--- config.mk ---
export PLATFORM = sky130hd
export DESIGN_NAME = data_mem_arbiter
export DESIGN_NICKNAME = d
export VERILOG_FILES = /design/src/rtl/data_mem_arbiter.sv
export SDC_FILE = /design/constraint.sdc
export NUM_CORES = 1
export LEC_CHECK = 0
export CORE_MARGIN = 5
export CORE_UTILIZATION = 30
export DETAILED_ROUTE_END_ITERATION = 10
export DONT_BUFFER_PORTS = 1
export GPL_ROUTABILITY_DRIVEN = 0
export RECOVER_POWER = 100
export SETUP_SLACK_MARGIN = 0.02
export SLEW_MARGIN = 20
export SYNTH_ARGS = -nofsm -noshare
export SYNTH_HDL_FRONTEND = slang
export SYNTH_SLANG_ARGS = --single-unit
--- constraint.sdc ---
create_clock -name clk -period 2.64 [get_ports clk]
set_clock_uncertainty 0.15 [all_clocks]
set_input_delay 0.66 -clock clk [delete_from_list [all_inputs] [get_ports clk]]
set_output_delay 0.66 -clock clk [all_outputs]
set_load 0.01 [all_outputs]
--- src/rtl/data_mem_arbiter.sv ---
// Two-port arbiter for a single-port data RAM (async read, sync write); port 0 = pipeline, port 1 = debug.
// Optional starvation guard for port 1 is compiled in with `define ARB_STARVE_GUARD_EN.
module data_mem_arbiter #(
  parameter int ADDR_W     = 8,
  parameter int DATA_W     = 32,
  parameter int STARVE_MAX = 4
) (
  input  logic              clk,
  input  logic              rst,
  input  logic              p0_req,
  input  logic              p0_we,
  input  logic [ADDR_W-1:0] p0_addr,
  input  logic [DATA_W-1:0] p0_wdata,
  output logic [DATA_W-1:0] p0_rdata,
  output logic              p0_ack,
  output logic              p0_stall,
  input  logic              p1_req,
  input  logic              p1_we,
  input  logic [ADDR_W-1:0] p1_addr,
  input  logic [DATA_W-1:0] p1_wdata,
  output logic [DATA_W-1:0] p1_rdata,
  output logic              p1_ack,
  output logic [ADDR_W-1:0] mem_a,
  output logic [DATA_W-1:0] mem_d,
  output logic              mem_we,
  input  logic [DATA_W-1:0] mem_spo
);

  typedef enum logic [1:0] {IDLE = 2'd0, OWN0 = 2'd1, OWN1 = 2'd2} state_t;

  state_t            state_q;
  logic              gnt0, gnt1, force1;
  logic              p0_ack_q, p1_ack_q;
  logic [DATA_W-1:0] p0_rdata_q, p1_rdata_q;

`ifdef ARB_STARVE_GUARD_EN
  localparam int CNT_W = $clog2(STARVE_MAX + 1);
  localparam logic [CNT_W-1:0] CNT_MAX = CNT_W'(STARVE_MAX);

  logic [CNT_W-1:0] starve_cnt_q, starve_cnt_d;

  // Never force two port-1 grants in a row, so the pipeline always gets the next slot.
  assign force1 = (starve_cnt_q == CNT_MAX) & p1_req & (state_q != OWN1);

  always_comb begin
    starve_cnt_d = starve_cnt_q;
    if (!p1_req || gnt1)
      starve_cnt_d = '0;
    else if (starve_cnt_q != CNT_MAX)
      starve_cnt_d = starve_cnt_q + 1'b1;
  end

  always_ff @(posedge clk or posedge rst) begin
    if (rst) starve_cnt_q <= '0;
    else     starve_cnt_q <= starve_cnt_d;
  end
`else
  logic unused_guard;
  assign force1       = 1'b0;
  assign unused_guard = ^{state_q, 1'(STARVE_MAX)};
`endif

  assign gnt0     = p0_req & ~force1;
  assign gnt1     = p1_req & ~gnt0;
  assign p0_stall = p0_req & ~gnt0;

  always_comb begin
    mem_a  = '0;
    mem_d  = '0;
    mem_we = 1'b0;
    if (gnt0) begin
      mem_a  = p0_addr;
      mem_d  = p0_wdata;
      mem_we = p0_we;
    end else if (gnt1) begin
      mem_a  = p1_addr;
      mem_d  = p1_wdata;
      mem_we = p1_we;
    end
    // A write must not reach the RAM while reset is held, even mid-cycle.
    if (rst) mem_we = 1'b0;
  end

  always_ff @(posedge clk or posedge rst) begin
    if (rst) begin
      state_q    <= IDLE;
      p0_ack_q   <= 1'b0;
      p1_ack_q   <= 1'b0;
      p0_rdata_q <= '0;
      p1_rdata_q <= '0;
    end else begin
      if (gnt0)      state_q <= OWN0;
      else if (gnt1) state_q <= OWN1;
      else           state_q <= IDLE;
      p0_ack_q <= gnt0;
      p1_ack_q <= gnt1;
      if (gnt0 && !p0_we) p0_rdata_q <= mem_spo;
      if (gnt1 && !p1_we) p1_rdata_q <= mem_spo;
    end
  end

  assign p0_ack   = p0_ack_q;
  assign p1_ack   = p1_ack_q;
  assign p0_rdata = p0_rdata_q;
  assign p1_rdata = p1_rdata_q;

endmodule

==> impl_results.md, run 1 <==
- Crit-path leading delay family: buffers and inverters
- NumNets Final: 313
- Final hold violation count: 0
- Final ANT Viol Nets: 0
- Final slew viol count: 0
- Finish-stage setup viols: 0
- Initial antenna violation count: 1
- Max frequency: ~450 MHz
- Reg power frac: 58.7%
- Post-Synth Adder-Cell Area: 0%
- Cells on Worst Hold Path: 0
- CTS Buffer Depth: 2
- Hold path endpoint: p0_ack$_DFF_PP0_
- Netlist cell types: 16
- Worst Path Buf+Inv: 1
- Switching share of power: between 20% and 30%
- Clk sink count: 66
- Worst Setup End Kind: primary output
- Tmin final: 2220 ps
- Max cap viols: 0
- Die area: 11,700 sq um
- CP Class: input port to primary output
- Starting density of the core: 30.3%
- Net Count, Synth: approximately 320
- Worst-path fanout max: slightly above 40
- Reg-to-reg startpoint: p1_rdata[10]$_DFFE_PP0P_
- RSZ-0062 raised after global routing: no
- Area Growth Syn to Fin: 7.88%
- Leakage: ~1.3 nW
- Ys Warns: 0
- CP max-delay cell: buf_4
- Worst-Skew Late Latency: 320 ps
- Global-route wire length before repair: 12,600 microns
- Core Footprint: 9590 sq um
- Share of layout cells above drive strength 1: 38.7%
- Clock Power Share: roughly 28%
- Status: complete, no violations
- # fillers: 953
- CP Depth: 3
- CTS H-tree lvls: 3
- Grt ovf: 0
- Vias: 1,719
- Hold Path Class: input port to register
- Gate Count Post-Synth: 197
- Net Switching: 0.670 mW
- # DRC: 0
- Mean post-synth cell area: 14.7 sq um
- Post-synthesis sequential area ratio: 56.9%
- Crit path launch type: input port
- Setup TNS: 0 ps
- Max IR drop VDD: 0.216 mV
- Cell-internal power: between 1.5 and 2 mW
- Drt pass-1 iters: 6
- CP arrival: 1410 ps
- Clock transition at the registers of the reported paths: 70 ps
- Via-per-instance ratio: 5.16
- Top Ports: roughly 230
- Synth Area in Simple Gates: 1.68%
- DRT Wirelength: 8900 microns
- Vias in the first global route: 1,968
- Hold buffers post-CTS: 0
- Complex-gate fraction of the synthesized area: 12.2%
- Power per Cell Area: ~750 nW/um^2
- Largest net degree at the start of global routing: 48
- CTS tree: done
- R2R depth: 1
- Count of input and output buffers: 0
- TritonCTS Buffers: 9
- Synth Register Bits: between 60 and 70
- R2r setup slk: 1650 ps
- Final period utilization: 84.2%
- Normalized max-slew margin: between 30% and 40%
- Largest family of logic cells by synthesized area: multiplexers
- Critical-path cell list: nor2b_1 > buf_4 > a22o_1
- Root Buffer: clkbuf_8
- Die width: 108 microns
- Mapped cell area: 2900 sq um
- XOR/XNOR share of the synthesized area: 0%
- Worst slew pin tran: approximately 980 ps
- GR Util All Layers: 14.8%
- Initial DRC count: 81
- Routed wire per std cell: 26.7 microns
- Number of cell rows: 36
- Die Height: ~110 microns
- Crit Reg-Reg Endpoint: p1_rdata[10]$_DFFE_PP0P_
- Cts repair resizes: 0
- Mux cell area share after synthesis: 24.8%
- Hold path startpoint: p0_req
- Critical path required time: 1830 ps
- Hold_ws: 211 ps
- Crit-path max cell delay: 360 ps
- Postcts setup bufs: 0
- Combinational power share: about an eighth
state kept, by name (all words and copies together) (netlist names):
| name | flops |
|---|---|
| p0_rdata | 32 |
| p1_rdata | 32 |
| p0_ack | 1 |
| p1_ack | 1 |
stage by stage:
stage | cells | total power, mW | setup WS (ps) | utilization, % | cell area, sq um
floorplan | 197 | 1.64 | 175 | - | 2900
global placement | 317 | 1.70 | 452 | 31.3 | 3000
detailed placement | 317 | 1.72 | 440 | 31.3 | 3000
CTS | 332 | 2.41 | 431 | 32.9 | 3150
global route | 333 | 2.49 | 319 | 32.7 | 3130
finish | 333 | 2.35 | 417 | 32.7 | 3130
power groups by stage:
stage               logic (mW)  registers [mW]  clock network (mW)
finish                   0.303            1.38               0.669
global route             0.339            1.40               0.749
CTS                      0.313            1.39               0.711
detailed placement       0.311            1.41                   0
global placement         0.300            1.40                   0
floorplan                0.285            1.36                   0
cell type report:
| type | instances | area, sq um | area share [%] |
|---|---|---|---|
| Sequential cell | 66 | 1650 | 52.7 |
| Multi-Input combinational cell | 112 | 1120 | 35.7 |
| Tap cell | 133 | 166 | 5.31 |
| Clock buffer | 11 | 131 | 4.19 |
| Timing Repair Buffer | 5 | 40.0 | 1.28 |
| Clock inverter | 4 | 20.0 | 0.639 |
| Inverter | 1 | 3.75 | 0.120 |
| Antenna cell | 1 | 2.50 | 0.0799 |
metal layers:
layer | global-route usage (%) | up-vias | part of all wire (%)
met3 | 6.15 | 13 | 11
met1 | 15.2 | 849 | 31
met2 | 26.4 | 132 | 55
met4 | 6.67 | 0 | 2.8
met5 | 0 | - | 0
li1 | - | 725 | -
synthesized netlist by cell type:
library cell | instances | area (sq um)
buf_4 | 2 | 15.0
mux2_1 | 3 | 33.8
nand2_1 | 1 | 3.75
a22o_1 | 40 | 350
nand3b_1 | 1 | 7.51
nand2b_1 | 1 | 6.26
a21oi_1 | 1 | 5.00
mux2_2 | 61 | 687
inv_1 | 1 | 3.75
nor2b_1 | 2 | 12.5
conb_1 | 1 | 3.75
nor3b_4 | 1 | 18.8
clkbuf_1 | 5 | 18.8
buf_2 | 6 | 30.0
dfrtp_1 | 66 | 1650
buf_6 | 5 | 56.3
cell families after synthesis:
| family | after synthesis |
|---|---|
| AO/OA/AOI/OAI | 41 |
| buffers and inverters | 19 |
| flip-flops | 66 |
| multiplexers | 64 |
| other | 1 |
| AND/OR/NAND/NOR | 6 |
layout by cell type (no fill, tap or decap), types with 2 or more instances in the layout:
master / n
dfrtp_1: 66
mux2_2: 61
a22o_1: 40
clkbuf_8: 9
clkinv_2: 4
clkbuf_1: 4
mux2_1: 3
nor2b_1: 2
worst max path at each step:
stage / endpoint / startpoint / slack, ps
after floorplan: p0_ack$_DFF_PP0_ / rst / 180
after global placement: mem_a[7] / p1_req / 450
after detailed placement: mem_a[7] / p1_req / 440
after CTS: mem_a[7] / p1_req / 430
after global routing: mem_a[7] / p1_req / 320
final: mem_a[7] / p1_req / 420
Power figures use the tool's default switching activity.
==> run 2: changes to the inputs <==
- clock period: 2.64 -> 2.23 ns (I/O delays scaled with it)
==> run 2 against run 1 <==
Compared with the run above: global-route usage about the same; die area unchanged; register-to-register slack lost 400 ps; sequential share of layout area fell by 1.9 points; setup slack lost 140 ps; flip-flop and latch count stayed put; largest power group unchanged; cell area rose by 3.7%; count of clock-buffer cells in the layout unchanged; non-clock buffer count rose by 2; final cell count is 1.2% higher; combinational power grew 20%.
==> impl_results.md, run 2 (synthesis gave the netlist of run 1 again) <==
- Status: complete, no violations
- CTS tree: done
- Largest net degree at the start of global routing: 48 (unchanged)
- # fillers: 963 (+1.0%)
- Normalized max-slew margin: 32.3% (-2.6 points)
- Hold path endpoint: p0_ack$_DFF_PP0_
- Most common cell after layout, fill and taps aside: dfrtp_1
- GR Util All Layers: 14.8% (-0.016 points)
- NumNets Final: 315 (+0.64%)
- Place WS: 278 ps (-162 ps)
- CTS H-tree lvls: 3 (unchanged)
- DRT Wirelength: 8820 microns (-0.95%)
- Clk sink count: 66 (unchanged)
- Worst-Skew Late Latency: 330 ps (about the same)
- Final ANT Viol Nets: 0 (unchanged)
- Area Growth Syn to Fin: 11.9%
- CP Class: input port to primary output
- Vias in the first global route: 2,031 (+3.2%)
- Worst Setup End Kind: primary output
- Die Height: 108 microns (unchanged)
- Top Ports: 226 (unchanged)
- Tmin final: 1960 ps
- Via-per-instance ratio: 5.17 (about the same)
- Cells on Worst Hold Path: 0 (unchanged)
- Clock transition at the registers of the reported paths: 70 ps (about the same)
- Worst slew pin tran: 1020 ps (+38.6 ps)
- Hold path startpoint: p0_req
- Final hold violation count: 0 (unchanged)
- Clock Power Share: 36.9% (+8.5 points)
- R2R depth: 1 (unchanged)
- Power per Cell Area: 975 nW/um^2 (+30%)
- Max IR drop VDD: 0.289 mV (+34%)
- Max frequency: 511 MHz
- Final worst-path setup slack: 272 ps (-145 ps)
- Worst-path fanout max: 38 (-7.3%)
- Final period utilization: 87.8%
- Global-route wire length before repair: 12,500 microns (-1.1%)
- Reg-to-reg startpoint: p0_rdata[19]$_DFFE_PP0P_
- Crit path launch type: input port
- CTS Buffer Depth: 2 (unchanged)
- Root Buffer: clkbuf_8
- TritonCTS Buffers: 9 (unchanged)
- Hpwl dp: 6920 microns
- Max cap viols: 0 (unchanged)
- CP arrival: 1250 ps (-160 ps)
- Cell-internal power: 2.35 mW (+40%)
- Final slew viol count: 0 (unchanged)
- Die area: 11,700 sq um (unchanged)
- Hold_ws: 100 ps (-111 ps)
- Core Footprint: 9590 sq um (unchanged)
- Critical path required time: 1520 ps (-310 ps)
- RSZ-0062 raised after global routing: no
- Initial antenna violation count: 1 (unchanged)
- Hold Path Class: input port to register
- Critical-path cell list: nor2b_2 > buf_12 > a22o_1
- Hold buffers post-CTS: 1 (+1)
- Vias: 1,741 (+1.3%)
- Drt pass-1 iters: 4 (-2)
- # DRC: 0 (unchanged)
- FF/Latch Area: 1650 sq um (unchanged)
- Leakage: 1.34 nW (+3.0%)
- Most frequent cells in the layout: dfrtp_1 (66), mux2_2 (61), a22o_1 (40)
- Reg power frac: 51.6% (-7.1 points)
- Footprint of the multi-input gates: 1120 sq um (+0.22%)
- Setup TNS: 0 ps (unchanged)
- Finish-stage setup viols: 0 (unchanged)
- Crit Reg-Reg Endpoint: p0_rdata[19]$_DFFE_PP0P_
- Combinational power share: 11.5% (-1.4 points)
- Switching share of power: 25.9% (-2.6 points)
- CP max-delay cell: nor2b_2
- Net Switching: 0.821 mW (+23%)
- Postcts setup bufs: 0 (unchanged)
- Cts repair resizes: 0 (unchanged)
- Routed wire per std cell: 26.2 microns (-2.1%)
- Share of layout cells above drive strength 1: 40.1% (+1.4 points)
- Starting density of the core: 30.3% (unchanged)
- Die width: 108 microns (unchanged)
- Crit-path max cell delay: 230 ps (-130 ps)
- Initial DRC count: 93 (+15%)
- R2r setup slk: 1250 ps (-400 ps)
- Count of input and output buffers: 0 (unchanged)
- Grt ovf: 0 (unchanged)
- Number of cell rows: 36 (unchanged)
run 2: power by group through the flow:
stage,Sequential (mW),Combinational (mW),Clock (mW)
2_1_floorplan,1.61,0.337,0
3_3_place_gp,1.66,0.363,0
3_5_place_dp,1.67,0.376,0
4_1_cts,1.64,0.380,1.21
5_1_grt,1.66,0.408,1.26
6_report,1.63,0.365,1.17
run 2: how the worst max path moves through the flow:
stage / start / endpoint / cells after the start
4_1_cts: p1_req / mem_d[8] / 3
3_3_place_gp: p1_req / mem_d[8] / 3
6_report: p1_req / mem_d[8] / 3
5_1_grt: rst / p0_rdata[16]$_DFFE_PP0P_ / 3
2_1_floorplan: p0_req / mem_a[0] / 5
3_5_place_dp: p1_req / mem_d[8] / 3
run 2: final cells by class:
class | instances | share of cell area [%]
Tap cell | 133 | 5.12
Inverter | 1 | 0.154
Clock buffer | 11 | 4.04
Antenna cell | 2 | 0.154
Clock inverter | 5 | 3.16
Timing Repair Buffer | 7 | 2.08
Multi-Input combinational cell | 112 | 34.5
Sequential cell | 66 | 50.8
run 2: stage by stage:
step	instance area, sq um	util (%)	std cells	power (mW)
floorplan	2910	-	197	1.94
global placement	3040	31.7	318	2.02
detailed placement	3040	31.7	318	2.04
CTS	3280	34.2	335	3.24
global route	3250	33.8	336	3.32
finish	3250	33.9	337	3.17
run 2: routing by layer:
metal  GRT usage (%)  routed length, microns
met3            6.63                     878
met5               0                       0
met2            25.9                    4970
met1            14.5                    2790
met4            8.39                     179
run 2: critical path, delay by kind of cell:
family          cells  cell delay, ps
buf+inv             1             220
simple gates        1             230
compound gates      1             230
